## src/rtl/fetch_pkg.sv

```systemverilog
// Shared definitions for the PA2 instruction fetch sequencer: state encoding
// and instruction size.
package fetch_pkg;

  typedef enum logic [2:0] {
    ST_IDLE,
    ST_FETCH,
    ST_DRAIN,
    ST_DONE,
    ST_FAULT
  } fetch_state_e;

  localparam int INSTR_BYTES = 4;

  function automatic logic is_aligned(input logic [1:0] lsb);
    return lsb == 2'b00;
  endfunction

endpackage

```

## src/rtl/fetch_buf.sv

```systemverilog
// Prefetch FIFO of {pc, instr}. Flush wins over push; a pop in the flush
// cycle still counts as consumed. Head outputs hold their last value when empty.
module fetch_buf
  import fetch_pkg::*;
#(
  parameter int ADDR_W = 32,
  parameter int DEPTH  = 2,
  localparam int PTR_W = $clog2(DEPTH),
  localparam int CNT_W = PTR_W + 1
) (
  input  logic              clk,
  input  logic              rst,
  input  logic              push,
  input  logic [ADDR_W-1:0] push_pc,
  input  logic [31:0]       push_instr,
  input  logic              pop,
  input  logic              flush,
  output logic [ADDR_W-1:0] head_pc,
  output logic [31:0]       head_instr,
  output logic [CNT_W-1:0]  count,
  output logic              empty,
  output logic              full
);

  logic [ADDR_W-1:0] pc_mem_q  [DEPTH];
  logic [31:0]       ins_mem_q [DEPTH];
  logic [PTR_W-1:0]  rd_ptr_q, rd_ptr_d, wr_ptr_q, wr_ptr_d;
  logic [CNT_W-1:0]  cnt_q, cnt_d, cnt_left;
  logic [ADDR_W-1:0] head_pc_q, head_pc_d;
  logic [31:0]       head_instr_q, head_instr_d;
  logic              pop_ok, push_ok;

  assign empty      = (cnt_q == '0);
  assign full       = (cnt_q == CNT_W'(DEPTH));
  assign count      = cnt_q;
  assign head_pc    = head_pc_q;
  assign head_instr = head_instr_q;

  always_comb begin
    pop_ok       = pop && !empty;
    push_ok      = push && !flush && (!full || pop_ok);
    cnt_left     = cnt_q - CNT_W'(pop_ok);
    rd_ptr_d     = rd_ptr_q + PTR_W'(pop_ok);
    wr_ptr_d     = wr_ptr_q + PTR_W'(push_ok);
    cnt_d        = cnt_left + CNT_W'(push_ok);
    head_pc_d    = head_pc_q;
    head_instr_d = head_instr_q;
    if (flush) begin
      rd_ptr_d = '0;
      wr_ptr_d = '0;
      cnt_d    = '0;
    end else if (cnt_left != '0) begin
      head_pc_d    = pc_mem_q[rd_ptr_d];
      head_instr_d = ins_mem_q[rd_ptr_d];
    end else if (push_ok) begin
      // Empty after the pop: the entry being written becomes the new head.
      head_pc_d    = push_pc;
      head_instr_d = push_instr;
    end
  end

  always_ff @(posedge clk or posedge rst) begin
    if (rst) begin
      rd_ptr_q     <= '0;
      wr_ptr_q     <= '0;
      cnt_q        <= '0;
      head_pc_q    <= '0;
      head_instr_q <= '0;
      for (int i = 0; i < DEPTH; i++) begin
        pc_mem_q[i]  <= '0;
        ins_mem_q[i] <= '0;
      end
    end else begin
      rd_ptr_q     <= rd_ptr_d;
      wr_ptr_q     <= wr_ptr_d;
      cnt_q        <= cnt_d;
      head_pc_q    <= head_pc_d;
      head_instr_q <= head_instr_d;
      if (push_ok) begin
        pc_mem_q[wr_ptr_q]  <= push_pc;
        ins_mem_q[wr_ptr_q] <= push_instr;
      end
    end
  end

endmodule

```

## src/rtl/fetch_sequencer.sv

```systemverilog
// PA2 fetch sequencer: owns the PC, prefetches IM words into fetch_buf, and
// handles redirects and end-of-memory. FETCH_PERF_CNT_EN adds fetch/stall counters.
module fetch_sequencer
  import fetch_pkg::*;
#(
  parameter int ADDR_W    = 32,
  parameter int MEM_BYTES = 128,
  parameter int RESET_PC  = 0,
  parameter int BUF_DEPTH = 2
) (
  input  logic              clk,
  input  logic              rst,
  input  logic              start,
  output logic [ADDR_W-1:0] instr_addr,
  input  logic [31:0]       instruction,
  output logic              out_valid,
  input  logic              out_ready,
  output logic [31:0]       out_instr,
  output logic [ADDR_W-1:0] out_pc,
  input  logic              redirect_valid,
  input  logic [ADDR_W-1:0] redirect_pc,
  output logic              busy,
  output logic              done,
  output logic              fault
`ifdef FETCH_PERF_CNT_EN
  ,
  output logic [31:0]       fetch_count,
  output logic [31:0]       stall_count
`endif
);

  localparam int CNT_W = $clog2(BUF_DEPTH) + 1;
  localparam logic [ADDR_W-1:0] MEM_LIMIT = ADDR_W'(MEM_BYTES);
  localparam logic [ADDR_W-1:0] RST_PC    = ADDR_W'(RESET_PC);
  localparam logic [ADDR_W-1:0] STEP      = ADDR_W'(INSTR_BYTES);

  fetch_state_e      state_q, state_d;
  logic [ADDR_W-1:0] pc_q, pc_d;
  logic              busy_q, busy_d, done_q, done_d, fault_q, fault_d;
  logic              push, pop, flush, redir_ok;
  logic              buf_empty, buf_full;
  logic [CNT_W-1:0]  buf_count;

  assign instr_addr = pc_q;
  assign out_valid  = !buf_empty;
  assign busy       = busy_q;
  assign done       = done_q;
  assign fault      = fault_q;

  always_comb begin
    state_d  = state_q;
    pc_d     = pc_q;
    push     = 1'b0;
    flush    = 1'b0;
    pop      = !buf_empty && out_ready;
    redir_ok = redirect_valid && (state_q == ST_FETCH || state_q == ST_DRAIN);
    if (redir_ok) begin
      flush = 1'b1;
      if (!is_aligned(redirect_pc[1:0])) begin
        state_d = ST_FAULT;
      end else if (redirect_pc < MEM_LIMIT) begin
        pc_d    = redirect_pc;
        state_d = ST_FETCH;
      end else begin
        state_d = ST_DRAIN;
      end
    end else begin
      unique case (state_q)
        ST_IDLE, ST_DONE: begin
          if (start) begin
            state_d = ST_FETCH;
            pc_d    = RST_PC;
          end
        end
        ST_FETCH: begin
          if (pc_q >= MEM_LIMIT) begin
            state_d = ST_DRAIN;
          end else if (!buf_full || pop) begin
            push = 1'b1;
            pc_d = pc_q + STEP;
          end
        end
        ST_DRAIN: if (buf_count == '0) state_d = ST_DONE;
        ST_FAULT: ;
        default:  state_d = ST_IDLE;
      endcase
    end
    busy_d  = (state_d == ST_FETCH) || (state_d == ST_DRAIN);
    done_d  = (state_d == ST_DONE);
    fault_d = (state_d == ST_FAULT);
  end

  always_ff @(posedge clk or posedge rst) begin
    if (rst) begin
      state_q <= ST_IDLE;
      pc_q    <= RST_PC;
      busy_q  <= 1'b0;
      done_q  <= 1'b0;
      fault_q <= 1'b0;
    end else begin
      state_q <= state_d;
      pc_q    <= pc_d;
      busy_q  <= busy_d;
      done_q  <= done_d;
      fault_q <= fault_d;
    end
  end

  fetch_buf #(
    .ADDR_W (ADDR_W),
    .DEPTH  (BUF_DEPTH)
  ) u_buf (
    .clk        (clk),
    .rst        (rst),
    .push       (push),
    .push_pc    (pc_q),
    .push_instr (instruction),
    .pop        (pop),
    .flush      (flush),
    .head_pc    (out_pc),
    .head_instr (out_instr),
    .count      (buf_count),
    .empty      (buf_empty),
    .full       (buf_full)
  );

`ifdef FETCH_PERF_CNT_EN
  logic [31:0] fetch_cnt_q, fetch_cnt_d, stall_cnt_q, stall_cnt_d;
  logic        cnt_clr, stall;

  assign fetch_count = fetch_cnt_q;
  assign stall_count = stall_cnt_q;

  always_comb begin
    cnt_clr     = start && (state_q == ST_IDLE || state_q == ST_DONE);
    // A stall is a FETCH cycle that wanted to push but found the buffer full.
    stall       = (state_q == ST_FETCH) && !redir_ok && (pc_q < MEM_LIMIT) && !push;
    fetch_cnt_d = fetch_cnt_q;
    stall_cnt_d = stall_cnt_q;
    if (cnt_clr) begin
      fetch_cnt_d = '0;
      stall_cnt_d = '0;
    end else begin
      if (push && fetch_cnt_q != '1) fetch_cnt_d = fetch_cnt_q + 32'd1;
      if (stall && stall_cnt_q != '1) stall_cnt_d = stall_cnt_q + 32'd1;
    end
  end

  always_ff @(posedge clk or posedge rst) begin
    if (rst) begin
      fetch_cnt_q <= '0;
      stall_cnt_q <= '0;
    end else begin
      fetch_cnt_q <= fetch_cnt_d;
      stall_cnt_q <= stall_cnt_d;
    end
  end
`endif

endmodule

```

## config.mk

```make
export PLATFORM = sky130hd
export DESIGN_NAME = fetch_sequencer
export DESIGN_NICKNAME = d
export VERILOG_FILES = /design/src/rtl/fetch_pkg.sv /design/src/rtl/fetch_buf.sv /design/src/rtl/fetch_sequencer.sv
export SDC_FILE = /design/constraint.sdc
export NUM_CORES = 1
export LEC_CHECK = 0
export CAP_MARGIN = 20
export CORE_UTILIZATION = 51
export DETAILED_ROUTE_END_ITERATION = 8
export GPL_ROUTABILITY_DRIVEN = 1
export PLACE_DENSITY = 0.79
export SLEW_MARGIN = 20
export SYNTH_ARGS = -nofsm -noshare
export SYNTH_HDL_FRONTEND = slang
export SYNTH_SLANG_ARGS = --single-unit
```

## constraint.sdc

```tcl
create_clock -name clk -period 10.67 [get_ports clk]
set_input_delay 2.6675 -clock clk [delete_from_list [all_inputs] [get_ports clk]]
set_output_delay 2.6675 -clock clk [all_outputs]
set_load 0.05 [all_outputs]
```

==> qor.yml <==
rsz0062_at_grt: "false"
path_max_fanout: 50
place_congestion: 0.781
netlist_area_sq_um: 10000
synth_ff_type: "dfrtp_1"
finalInstanceArea_sq_um: 12700
synth_fa_ha_area_share_pct: 0.748
rows: 50
cp-start-kind: "input port"
switching_share_pct: 39.1
cp.required_ns: 11.05
synth_warnings: 0
ctsLongestPathBuffers: 3
worst_pin_slew_ns: 1.03
setup-tns-final_ns: 0
cts_inserted_buffers: 24
clock.fmax_ghz: 0.198
cp_slowest_cell: "buf_4"
finalCritPeriodShare_pct: 47.3
synth-simple-area-share_pct: 13.7
grt_start_max_net_pins: 148
finalClockSkew_ns: 0.0109
ys_seq_area_share_pct: 58.3
firstDrtPassIters: 4
clock_sinks: 234
crit_arrival_ns: 5.43
placed_cell_area_sq_um: 11900
first_iter_violations: 384
drcViolationCount: 0
grtUsageMet2_pct: 38.7
synth_top_family_by_area: "multiplexers"
h-tree-depth: 1
path_clk_slew_ns: 0.06
synth_edf_count: 0
synthXorXnorAreaFrac_pct: 0.611
synth_cells: 807
use_met1_pct: 34.1
grt-busiest-layer: "met2"
nets: 1031
p_seq_share_pct: 34.5
comb_power_share_pct: 39.3
placed_cells: 1190
root_buffer: "clkbuf_16"
synth.mux.area_fraction_pct: 14.7
pwr-share-clk_pct: 26.2
core_area_sq_um: 19000
setup_viol: 0
dr_total_vias: 6959
overflow: 0
syn_nets: 882
avgSynthCellArea_sq_um: 12.4
final_hold_viol_count: 0
portBuffers: 168
total_power_uw: 3070
maxCapViolCount: 0
die_w_microns: 142
hold_path.class: "register to register"
grt_pass1_wl_mm: 38.2
ys_async_sr_fraction_pct: 100
dp_hpwl_mm: 13.7
criticalPathCategory: "input port to register"
switchingPower_uw: 1200
ir_worst_vdd_mv: 0.152
postCtsSetupBuffers: 0
cts_tree: "yes"
clock_latency_ns: 0.51
met3_usage_pct: 3.84
worst_path_largest_cell_delay_ns: 0.48
worstSetupEndpointType: "register"
final_cells: 1232
drive_gt1_share_pct: 19.8
n_fill_cell: 1422
p_leak_uw: 0.00606
ant_nets: 0
die_h_microns: 142
synth_cell_types: 47
synth_compound_area_share_pct: 9.05
io_pins: 169
synth_seq_cells: 234
cts_resized: 0
syn_to_final_growth_pct: 26.2
diodes: 0
cp_cell_sequence: "clkdlybuf4s50_1 -> o21ai_1 -> inv_1 -> ha_1 -> xnor2_1 -> nand3_2 -> buf_4 -> o221a_1"
grt_pass1_vias: 7017
initial_core_util_pct: 52.8
finalCriticalPeriod_ns: 5.05
fin_util_pct: 66.6
slew_headroom_pct: 31.2
slew_violations: 0
cts_hold_buffers: 0
p_per_area_nw_per_um2: 242
grt_use_total_pct: 24.0
p_int_uw: 1870
status: "finished clean"
routedWlPerCell_microns: 18.9
antenna_found_initial: 0
wirelength_mm: 23.3
dieArea_sq_um: 20200
via_per_inst: 5.65
==> cell usage in the layout, fill, tap and decap left out, types with 2 or more instances in the layout <==
master,instances
clkinv_2,6
nor3_1,8
a22oi_1,2
inv_1,9
and2_1,28
nand2_1,136
clkbuf_16,25
o211a_1,27
a21oi_1,6
nor4_2,2
mux2_2,128
clkbuf_1,4
a2bb2oi_1,3
o21ai_1,2
o21ai_0,3
a31oi_1,4
mux2i_1,3
clkdlybuf4s50_1,168
xnor2_1,3
nor2b_1,2
o221a_1,39
ha_1,4
nor4_4,3
xor2_1,2
ha_4,2
clkbuf_8,6
buf_4,5
dfrtp_1,234
nand3_1,69
o211ai_1,2
nand4_1,2
nor2_1,8
nor4_1,6
==> logic make-up (layout without fill, tap and decap cells) <==
| kind of cell | Yosys count | count (layout) |
|---|---|---|
| XOR/XNOR | 7 | 7 |
| flip-flops | 234 | 234 |
| buffers and inverters | 61 | 226 |
| AO/OA/AOI/OAI | 93 | 93 |
| AND/OR/NAND/NOR | 275 | 275 |
| multiplexers | 131 | 131 |
| adder cells (fa/ha/maj) | 6 | 6 |
==> layer usage <==
metal  vias to the layer above  wire, microns
li1                       3168              -
met3                        37           1340
met2                       214          11000
met1                      3540          10500
met4                         0            487
met5                         -              0
==> final cells by class <==
cell class | count | area [sq um] | share of cell area [%]
clock buffers | 35 | 723 | 5.71
clock inverters | 7 | 37.5 | 0.296
inverters | 10 | 50.0 | 0.395
multi-input cells | 512 | 3950 | 31.2
flip-flops and latches | 234 | 5860 | 46.2
well taps | 260 | 325 | 2.57
repair buffers | 174 | 1730 | 13.7
==> registers in the layout (all words and copies together), names as in the netlist <==
name / flops
state_q: 3
u_buf.wr_ptr_q: 1
u_buf.ins_mem_q: 64
done: 1
busy: 1
u_buf.pc_mem_q: 64
instr_addr: 32
fault: 1
u_buf.rd_ptr_q: 1
u_buf.head_instr: 32
u_buf.count: 2
u_buf.head_pc: 32
==> per-stage QoR <==
stage | hold WS [ns] | setup WS [ns]
after floorplan | 0.481 | 1.58
after global placement | 0.489 | 5.11
after detailed placement | 0.495 | 5.12
after CTS | 0.508 | 5.62
after global routing | 0.518 | 5.43
final | 0.504 | 5.62
==> critical path, delay by kind of cell <==
family	cells	cell delay, ns
and+or+nand+nor	1	0.43
AOI/OAI and AO/OA	2	0.65
xor gates and xnor gates	1	0.45
buffers and inverters	3	0.99
adders and majority gates	1	0.21
==> cells in the mapped netlist (all sizes together) (2+ instances only) <==
master   number  area, sq um
a21oi         7         38.8
clkbuf       34          128
mux2        128         1440
xor2          3         26.3
buf          17          130
a31oi         4         25.0
nand4         4         46.3
a22oi         2         15.0
nor2          8         30.0
nor3          9         56.3
nand3        70          355
o21ai         5         25.0
xnor2         4         35.0
a2bb2oi       3         26.3
o221a        39          439
and2         28          175
ha            6         75.1
nor2b         2         12.5
nor4         11          126
mux2i         3         30.0
o211ai        2         15.0
inv          10         37.5
o211a        27          270
dfrtp       234         5860
nand2       137          522
==> path summary, 6_finish.rpt <==
| kind | start | end | slack [ns] | cells after the start |
|---|---|---|---|---|
| max | out_ready | u_buf.head_instr[6] | 5.62 | 8 |
| min | u_buf.pc_mem_q[29] | u_buf.pc_mem_q[29] | 0.50 | 1 |
| max reg2reg | instr_addr[23] | u_buf.pc_mem_q[53] | 7.58 | 5 |
| min reg2reg | u_buf.pc_mem_q[29] | u_buf.pc_mem_q[29] | 0.50 | 1 |
| max in group asynchronous | rst | u_buf.ins_mem_q[19] | 6.64 | 3 |
| min in group asynchronous | rst | fault | 2.64 | 2 |
==> power groups by stage <==
stage | Clock, uW | Sequential [uW] | Combinational, uW
2_1_floorplan | 0 | 1350 | 562
3_3_place_gp | 0 | 1070 | 1190
3_5_place_dp | 0 | 1070 | 1210
4_1_cts | 817 | 1060 | 1220
5_1_grt | 853 | 1070 | 1290
6_report | 805 | 1060 | 1210
(Power assumes the default switching activity.)
